<file path="src/rtl/booth_mul_pipe_if.sv">
// booth_mul_pipe_if: operation/result bus of the pipelined Booth multiplier.
//
// Handshake rule for both directions: a transfer happens on a rising clock
// edge where valid and ready are both high. A producer holding valid high
// keeps its payload stable until that edge. in_ready may depend on out_ready,
// flush and reset in the same cycle.
//
// Signals:
//   in_valid / in_ready   operation offered / unit can accept it
//   in_signed             1: operands are two's-complement, 0: unsigned
//   in_x, in_y            multiplicand, multiplier (WIDTH bits)
//   in_tag                opaque tag returned with the result
//   flush                 discard every in-flight operation
//   out_valid / out_ready result present / consumer takes it
//   out_result            full 2*WIDTH product
//   out_tag               tag of out_result
//
// Modports: master = the client driving operations, slave = the multiplier.
interface booth_mul_pipe_if #(
  parameter int WIDTH = 32,
  parameter int TAG_W = 4
) ();
  logic               in_valid;
  logic               in_ready;
  logic               in_signed;
  logic [WIDTH-1:0]   in_x;
  logic [WIDTH-1:0]   in_y;
  logic [TAG_W-1:0]   in_tag;
  logic               flush;
  logic               out_valid;
  logic               out_ready;
  logic [2*WIDTH-1:0] out_result;
  logic [TAG_W-1:0]   out_tag;

  modport master (
    output in_valid, in_signed, in_x, in_y, in_tag, flush, out_ready,
    input  in_ready, out_valid, out_result, out_tag
  );

  modport slave (
    input  in_valid, in_signed, in_x, in_y, in_tag, flush, out_ready,
    output in_ready, out_valid, out_result, out_tag
  );
endinterface

</file>
<file path="src/rtl/booth_mul_pipe.sv">
// booth_mul_pipe: two-stage pipelined radix-4 Booth multiplier.
//
// Stage 1 builds the Booth partial products of the current operation and
// compresses them with a carry-save (Wallace) tree down to two vectors plus
// one carry-in bit, registered into S1. Stage 2 adds those with a single
// carry-propagate adder and registers the product into S2, which drives the
// output side of the bus. One operation per cycle, two in flight at most.
//
// Ports:
//   clk    rising-edge clock
//   reset  synchronous active-high reset (priority over flush)
//   bus    booth_mul_pipe_if slave modport; its WIDTH/TAG_W must match the
//          parameters given here. WIDTH must be even and at least 4.
//
// The Booth arithmetic is carried out modulo 2^(2*WIDTH): only the low
// 2*WIDTH bits of the result are kept, and no bit above that position can
// influence them, so rows are built at that width.
module booth_mul_pipe #(
  parameter int WIDTH = 32,
  parameter int TAG_W = 4
) (
  input logic           clk,
  input logic           reset,
  booth_mul_pipe_if.slave bus
);

  localparam int E     = WIDTH + 2;   // extended operand width
  localparam int NPP   = E / 2;       // number of Booth partial products
  localparam int NROWS = NPP + 1;     // partial products + negation-carry row
  localparam int RW    = 2 * WIDTH;   // row width actually kept

  // Rows left after lvl levels of 3:2 compression.
  function automatic int cnt_at(input int lvl);
    int n;
    n = NROWS;
    for (int k = 0; k < lvl; k++) n = (n / 3) * 2 + n % 3;
    return n;
  endfunction

  // Levels needed to bring NROWS down to two rows.
  function automatic int tree_depth();
    int n;
    int d;
    n = NROWS;
    d = 0;
    for (int k = 0; k < 64; k++) begin
      if (n > 2) begin
        n = (n / 3) * 2 + n % 3;
        d++;
      end
    end
    return d;
  endfunction

  localparam int DEPTH = tree_depth();

  // ---------------------------------------------------------------------
  // Stage 1: operand extension and Booth recoding
  // ---------------------------------------------------------------------
  logic          sx;
  logic          sy;
  logic [RW-1:0] x1;
  logic [RW-1:0] x2;
  logic [E:0]    yb;       // extended multiplier with y[-1] = 0 appended

  logic [2:0]    grp [NPP];
  logic [RW-1:0] mag [NPP];
  logic          neg [NPP];
  logic [RW-1:0] pp  [NROWS];
  logic [RW-1:0] neg_row;
  logic          cin0;

  always_comb begin
    sx = bus.in_signed & bus.in_x[WIDTH-1];
    sy = bus.in_signed & bus.in_y[WIDTH-1];
    x1 = {{(RW-WIDTH){sx}}, bus.in_x};
    x2 = x1 << 1;
    yb = {sy, sy, bus.in_y, 1'b0};
  end

  // Each negative partial product is entered as ~m shifted into place, and
  // the "+1" of the two's-complement lands at bit 2i. Those bits never
  // overlap, so they form one extra row; the bit of the lowest product is
  // pulled out as the separate carry-in consumed by the final adder.
  always_comb begin
    neg_row = '0;
    for (int i = 0; i < NPP; i++) begin
      grp[i] = yb[2*i +: 3];
      mag[i] = '0;
      neg[i] = 1'b0;
      case (grp[i])
        3'b001, 3'b010: mag[i] = x1;
        3'b011:         mag[i] = x2;
        3'b100: begin
          mag[i] = x2;
          neg[i] = 1'b1;
        end
        3'b101, 3'b110: begin
          mag[i] = x1;
          neg[i] = 1'b1;
        end
        default: ;     // 000 and 111 select zero
      endcase
      pp[i] = (neg[i] ? ~mag[i] : mag[i]) << (2 * i);
      if (i != 0) neg_row[2*i] = neg[i];
    end
    pp[NPP] = neg_row;
    cin0    = neg[0];
  end

  // ---------------------------------------------------------------------
  // Stage 1: Wallace tree. At each level rows are taken in groups of three
  // and replaced by a sum row and a shifted carry row; leftover rows pass
  // straight through to the next level.
  // ---------------------------------------------------------------------
  logic [RW-1:0] cur [NROWS];
  logic [RW-1:0] nxt [NROWS];
  logic [RW-1:0] vec_a;
  logic [RW-1:0] vec_b;

  always_comb begin
    cur = pp;
    nxt = '{default: '0};
    for (int l = 0; l < DEPTH; l++) begin
      nxt = '{default: '0};
      for (int g = 0; g < NROWS / 3; g++) begin
        if (3 * g + 3 <= cnt_at(l)) begin
          nxt[2*g]   = cur[3*g] ^ cur[3*g+1] ^ cur[3*g+2];
          nxt[2*g+1] = ((cur[3*g] & cur[3*g+1]) |
                        (cur[3*g] & cur[3*g+2]) |
                        (cur[3*g+1] & cur[3*g+2])) << 1;
        end
      end
      for (int r = 0; r < NROWS; r++) begin
        if (r >= 3 * (cnt_at(l) / 3) && r < cnt_at(l))
          nxt[r - cnt_at(l) / 3] = cur[r];
      end
      cur = nxt;
    end
    vec_a = cur[0];
    vec_b = cur[1];
  end

  // ---------------------------------------------------------------------
  // Pipeline registers and flow control
  // ---------------------------------------------------------------------
  logic             s1_valid;
  logic [RW-1:0]    s1_a;
  logic [RW-1:0]    s1_b;
  logic             s1_cin;
  logic [TAG_W-1:0] s1_tag;

  logic             s2_valid;
  logic [RW-1:0]    s2_result;
  logic [TAG_W-1:0] s2_tag;

  logic             s2_free;
  logic             s1_adv;
  logic             ready;
  logic             accept;
  logic [RW-1:0]    sum2;

  assign s2_free = !s2_valid | bus.out_ready;
  assign s1_adv  = s1_valid & s2_free;
  assign ready   = !reset & !bus.flush & (!s1_valid | s2_free);
  assign accept  = bus.in_valid & ready;
  assign sum2    = s1_a + s1_b + {{(RW-1){1'b0}}, s1_cin};

  // S1 payload needs no reset: it is only observed once s1_valid is set.
  always_ff @(posedge clk) begin
    if (accept) begin
      s1_a   <= vec_a;
      s1_b   <= vec_b;
      s1_cin <= cin0;
      s1_tag <= bus.in_tag;
    end
  end

  always_ff @(posedge clk) begin
    if (reset) begin
      s1_valid  <= 1'b0;
      s2_valid  <= 1'b0;
      s2_result <= '0;
      s2_tag    <= '0;
    end else if (bus.flush) begin
      s1_valid <= 1'b0;
      s2_valid <= 1'b0;
    end else begin
      if (accept)      s1_valid <= 1'b1;
      else if (s1_adv) s1_valid <= 1'b0;

      if (s1_adv) begin
        s2_valid  <= 1'b1;
        s2_result <= sum2;
        s2_tag    <= s1_tag;
      end else if (bus.out_ready) begin
        s2_valid <= 1'b0;
      end
    end
  end

  assign bus.in_ready   = ready;
  assign bus.out_valid  = s2_valid;
  assign bus.out_result = s2_result;
  assign bus.out_tag    = s2_tag;

endmodule

</file>
<file path="src/flat_wrapper.sv">
// flat-port wrapper written by rule: the top's interface ports become plain ports
module booth_mul_pipe_flat 
#(
  parameter int WIDTH = 32,
  parameter int TAG_W = 4
)
  (clk, reset, bus_in_valid, bus_in_signed, bus_in_x, bus_in_y, bus_in_tag, bus_flush, bus_out_ready, bus_in_ready, bus_out_valid, bus_out_result, bus_out_tag);
  booth_mul_pipe_if #(.WIDTH(WIDTH), .TAG_W(TAG_W)) bus_i ();
  input logic clk;
  input logic reset;
  input wire logic [$bits(bus_i.in_valid)-1:0] bus_in_valid;
  input wire logic [$bits(bus_i.in_signed)-1:0] bus_in_signed;
  input wire logic [$bits(bus_i.in_x)-1:0] bus_in_x;
  input wire logic [$bits(bus_i.in_y)-1:0] bus_in_y;
  input wire logic [$bits(bus_i.in_tag)-1:0] bus_in_tag;
  input wire logic [$bits(bus_i.flush)-1:0] bus_flush;
  input wire logic [$bits(bus_i.out_ready)-1:0] bus_out_ready;
  output wire logic [$bits(bus_i.in_ready)-1:0] bus_in_ready;
  output wire logic [$bits(bus_i.out_valid)-1:0] bus_out_valid;
  output wire logic [$bits(bus_i.out_result)-1:0] bus_out_result;
  output wire logic [$bits(bus_i.out_tag)-1:0] bus_out_tag;
  assign bus_i.in_valid = bus_in_valid;
  assign bus_i.in_signed = bus_in_signed;
  assign bus_i.in_x = bus_in_x;
  assign bus_i.in_y = bus_in_y;
  assign bus_i.in_tag = bus_in_tag;
  assign bus_i.flush = bus_flush;
  assign bus_i.out_ready = bus_out_ready;
  assign bus_in_ready = bus_i.in_ready;
  assign bus_out_valid = bus_i.out_valid;
  assign bus_out_result = bus_i.out_result;
  assign bus_out_tag = bus_i.out_tag;
  booth_mul_pipe #(.WIDTH(WIDTH), .TAG_W(TAG_W)) u_core (.clk(clk), .reset(reset), .bus(bus_i));
endmodule
</file>
<file path="config.mk">
export PLATFORM = sky130hd
export DESIGN_NAME = booth_mul_pipe_flat
export DESIGN_NICKNAME = d
export VERILOG_FILES = /design/src/rtl/booth_mul_pipe_if.sv /design/src/rtl/booth_mul_pipe.sv /design/src/flat_wrapper.sv
export SDC_FILE = /design/constraint.sdc
export NUM_CORES = 2
export LEC_CHECK = 0
export CORE_UTILIZATION = 65
export CTS_BUF_LIST = sky130_fd_sc_hd__clkbuf_4
export DETAILED_ROUTE_END_ITERATION = 6
export MAX_ROUTING_LAYER = met4
export PLACE_DENSITY = 0.82
export SLEW_MARGIN = 25
export SYNTH_ARGS = -nofsm -noshare
export SYNTH_HDL_FRONTEND = slang
export SYNTH_SLANG_ARGS = --single-unit
</file>
<file path="constraint.sdc">
create_clock -name clk -period 7.02 [get_ports clk]
set_clock_uncertainty 0.1 [all_clocks]
set_input_delay 1.053 -clock clk [delete_from_list [all_inputs] [get_ports clk]]
set_output_delay 1.053 -clock clk [all_outputs]
set_load 0.05 [all_outputs]
</file>
==> out/metrics.cfg <==
[logic_synthesis]
ys.flop_type=edfxtp_1
syn-cell-area_um2=39300
synth-seq-cells=197
synth-simple-area-share=0.128
synth_top_family_by_area=adder cells
synthTopCellsByCount=nor2_1 (796), fa_1 (532), inv_1 (525), xnor2_1 (462), a211oi_1 (356)
synth-adder-area-share=0.331
syn_nets=5518
synth_cells=4736
synth-async-reset-ratio=0
ys_warn_count=0
synth.distinct_cells=83
synth_seq_area_share=0.133
synth_xor_xnor_area_share=0.132
synth-compound-area-share=0.173
yosys-mux-area-fraction=0.00872
ys_top_cells_by_area=fa_1 (27%), xnor2_1 (10%), edfxtp_1 (9.7%)
synth_top_area_frac=0.271
yosysMostFrequentCell=nor2_1
yosysTopAreaCell=fa_1
synth_edf_count=127
synth_area_per_cell_um2=8.30

[floorplanning]
die_area_um2=61500
num_io_pins=144
initial_core_util=0.662
fp.dieW_um=248
die_h_um=248
core-area_um2=59400
num_rows=89

[cts]
cts_tree=built
post-cts-setup-buffer-count=0
clock_latency_ns=0.74
cts_resized=0
clockBufferDepth=2
clkTransAtPathRegs_ns=0.18
cts.sinks=197
cts_root_buf=clkbuf_4
holdBufCountCts=0
cts_max_level=4
cts_buffers=17

[layout]
utilization=0.705
fillers=4638
syn2layout_area_growth_pct=6.47
drive_gt1_frac=0.0698
multi_input_area_um2=30600
regArea_um2=5220
final_nets=5398

[worst_setup_path]
reg2reg_from=u_core.s1_a[21]
required_ns=7.41
start_kind=primary input
r2r.worst_path.cells=10
timing.rr.end=u_core.bus.out_result[62]
endpoint_kind=register
worstPathCellList=clkdlybuf4s50_1 > xnor2_2 > buf_4 > nor2_1 > a211oi_1 > fa_1 > fa_1 > fa_1 > fa_1 > inv_1 > fa_1 > fa_1
r2r_slack_ns=3.48
critical_path.max_fanout=15
slowest_stage=xnor2_2
worst_path_most_repeated_cell=fa_1
critPathMaxStageDelay_ns=0.94
worstPathArrival_ns=6.43
path_class=in2reg

[global_routing]
grt_overflow_total=0
grt_pass1_vias=32800
track_usage=0.420
grt_pass1_wl_um=191000
grt_max_degree=61
antenna_found_initial=11

[min_path]
hp-class=reg2reg
min_from=u_core.bus.out_result[43]
min_delay_path_depth=2
min_to=u_core.bus.out_result[43]

[power]
peakVddDrop_mv=0.674
power_density_nw_per_um2=572
p_leak_uw=0.0172

[drt]
dr.pass1.iters=7
wire_per_inst_um=22.9
vias=34700
via_per_inst=6.40
drt_iter0_markers=4581
wl_um=124000
ant_nets=0
drc_errors=1

[sta]
final_max_slew_viol_count=0
holdWs_ns=0.357
period_minus_slack_ns=6.04
max_freq_ghz=0.166
setup_viol=0
relSlewSlack=0.217
hold_violations=0
worst_pin_slew_ns=1.17
rsz0062_at_grt=false
timing.setup.tns_ns=0
period_share=0.860

[place]
io_buffers=143
place_hpwl_um=96700
gp_congestion=1.01

[outcome]
violations=DRC
status=finished with violations

[job]
drv_cap=0

==> report_power, final <==
group | internal [uW] | switching [uW]
clock network | 217 | 465
registers | 3070 | 244
logic | 7970 | 11900
total | 11300 | 12700
==> final cells by class <==
| type | count | share of cell area |
|---|---|---|
| clock inverters | 14 | 0.00425 |
| clock buffers | 18 | 0.00323 |
| repair buffers | 322 | 0.0666 |
| flip-flops and latches | 197 | 0.125 |
| diodes | 12 | 0.000718 |
| well taps | 773 | 0.0231 |
| multi-input cells | 3553 | 0.730 |
| inverters | 525 | 0.0471 |
==> cells in the final DEF (no fill, tap or decap), drive strengths merged, types with 21 or more instances in the layout <==
cell / count
a22oi: 83
mux2i: 32
nand3: 33
xnor2: 462
nor3: 35
a21oi: 173
ha: 176
edfxtp: 127
and2: 50
nand4: 21
a211oi: 358
fa: 532
clkdlybuf4s50: 94
a22o: 28
o221ai: 27
o21ai: 174
inv: 532
nand2: 223
dfxtp: 70
buf: 228
xor2: 131
nor2: 796
==> per-stage QoR <==
step / cell area (um^2) / power, uW / std cells / setup slack [ns]
finish: 41800 / 23900 / 5414 / 0.980
global route: 41800 / 26000 / 5412 / 0.841
CTS: 41800 / 23300 / 5401 / 1.12
detailed placement: 41500 / 22600 / 5369 / 0.372
global placement: 41400 / 21200 / 5369 / 0.334
floorplan: 39300 / 15800 / 4736 / 0.809
==> worst max-delay path by stage <==
stage | cells past startpoint | start | endpoint | slack (ns)
after detailed placement | 15 | bus_in_signed | u_core.s1_a[60] | 0.37
after floorplan | 17 | bus_in_y[25] | u_core.s1_a[63] | 0.81
final | 12 | bus_in_y[10] | u_core.s1_a[28] | 0.98
after global routing | 17 | bus_in_y[20] | u_core.s1_a[63] | 0.84
after global placement | 15 | bus_in_y[28] | u_core.s1_a[59] | 0.33
after CTS | 15 | bus_in_signed | u_core.s1_a[60] | 1.12
==> routing by layer <==
metal | GRT usage | wire (um) | vias up | part of all wire
li1 | - | - | 15300 | -
met1 | 0.553 | 47300 | 16500 | 0.38
met2 | 0.608 | 53500 | 2489 | 0.43
met3 | 0.116 | 17400 | 409 | 0.14
met4 | 0.178 | 6090 | 0 | 0.049
met5 | - | 0 | - | 0
==> worst max-delay path: cells and delay by family <==
kind                     cells  cell delay [ns]
AND/OR/NAND/NOR              1             0.06
buffers and inverters        3             0.88
adder cells (fa/ha/maj)      6             3.19
AO/OA/AOI/OAI                1             0.30
XOR/XNOR                     1             0.94
==> sequential cells by signal, indices dropped and copies added (netlist names) <==
register and count:
u_core.bus.out_tag 4, u_core.s1_valid 1, u_core.bus.out_valid 1, u_core.s1_tag 4, u_core.s1_a 64, u_core.s1_cin 1
u_core.s1_b 58, u_core.bus.out_result 64
==> cell families after synthesis <==
logic type,after synthesis
adder cells (fa/ha/maj),722
buffers and inverters,986
AO/OA/AOI/OAI,984
XOR/XNOR,593
flip-flops,197
multiplexers,34
AND/OR/NAND/NOR,1220
No activity file was read; power rests on OpenSTA's default activity.
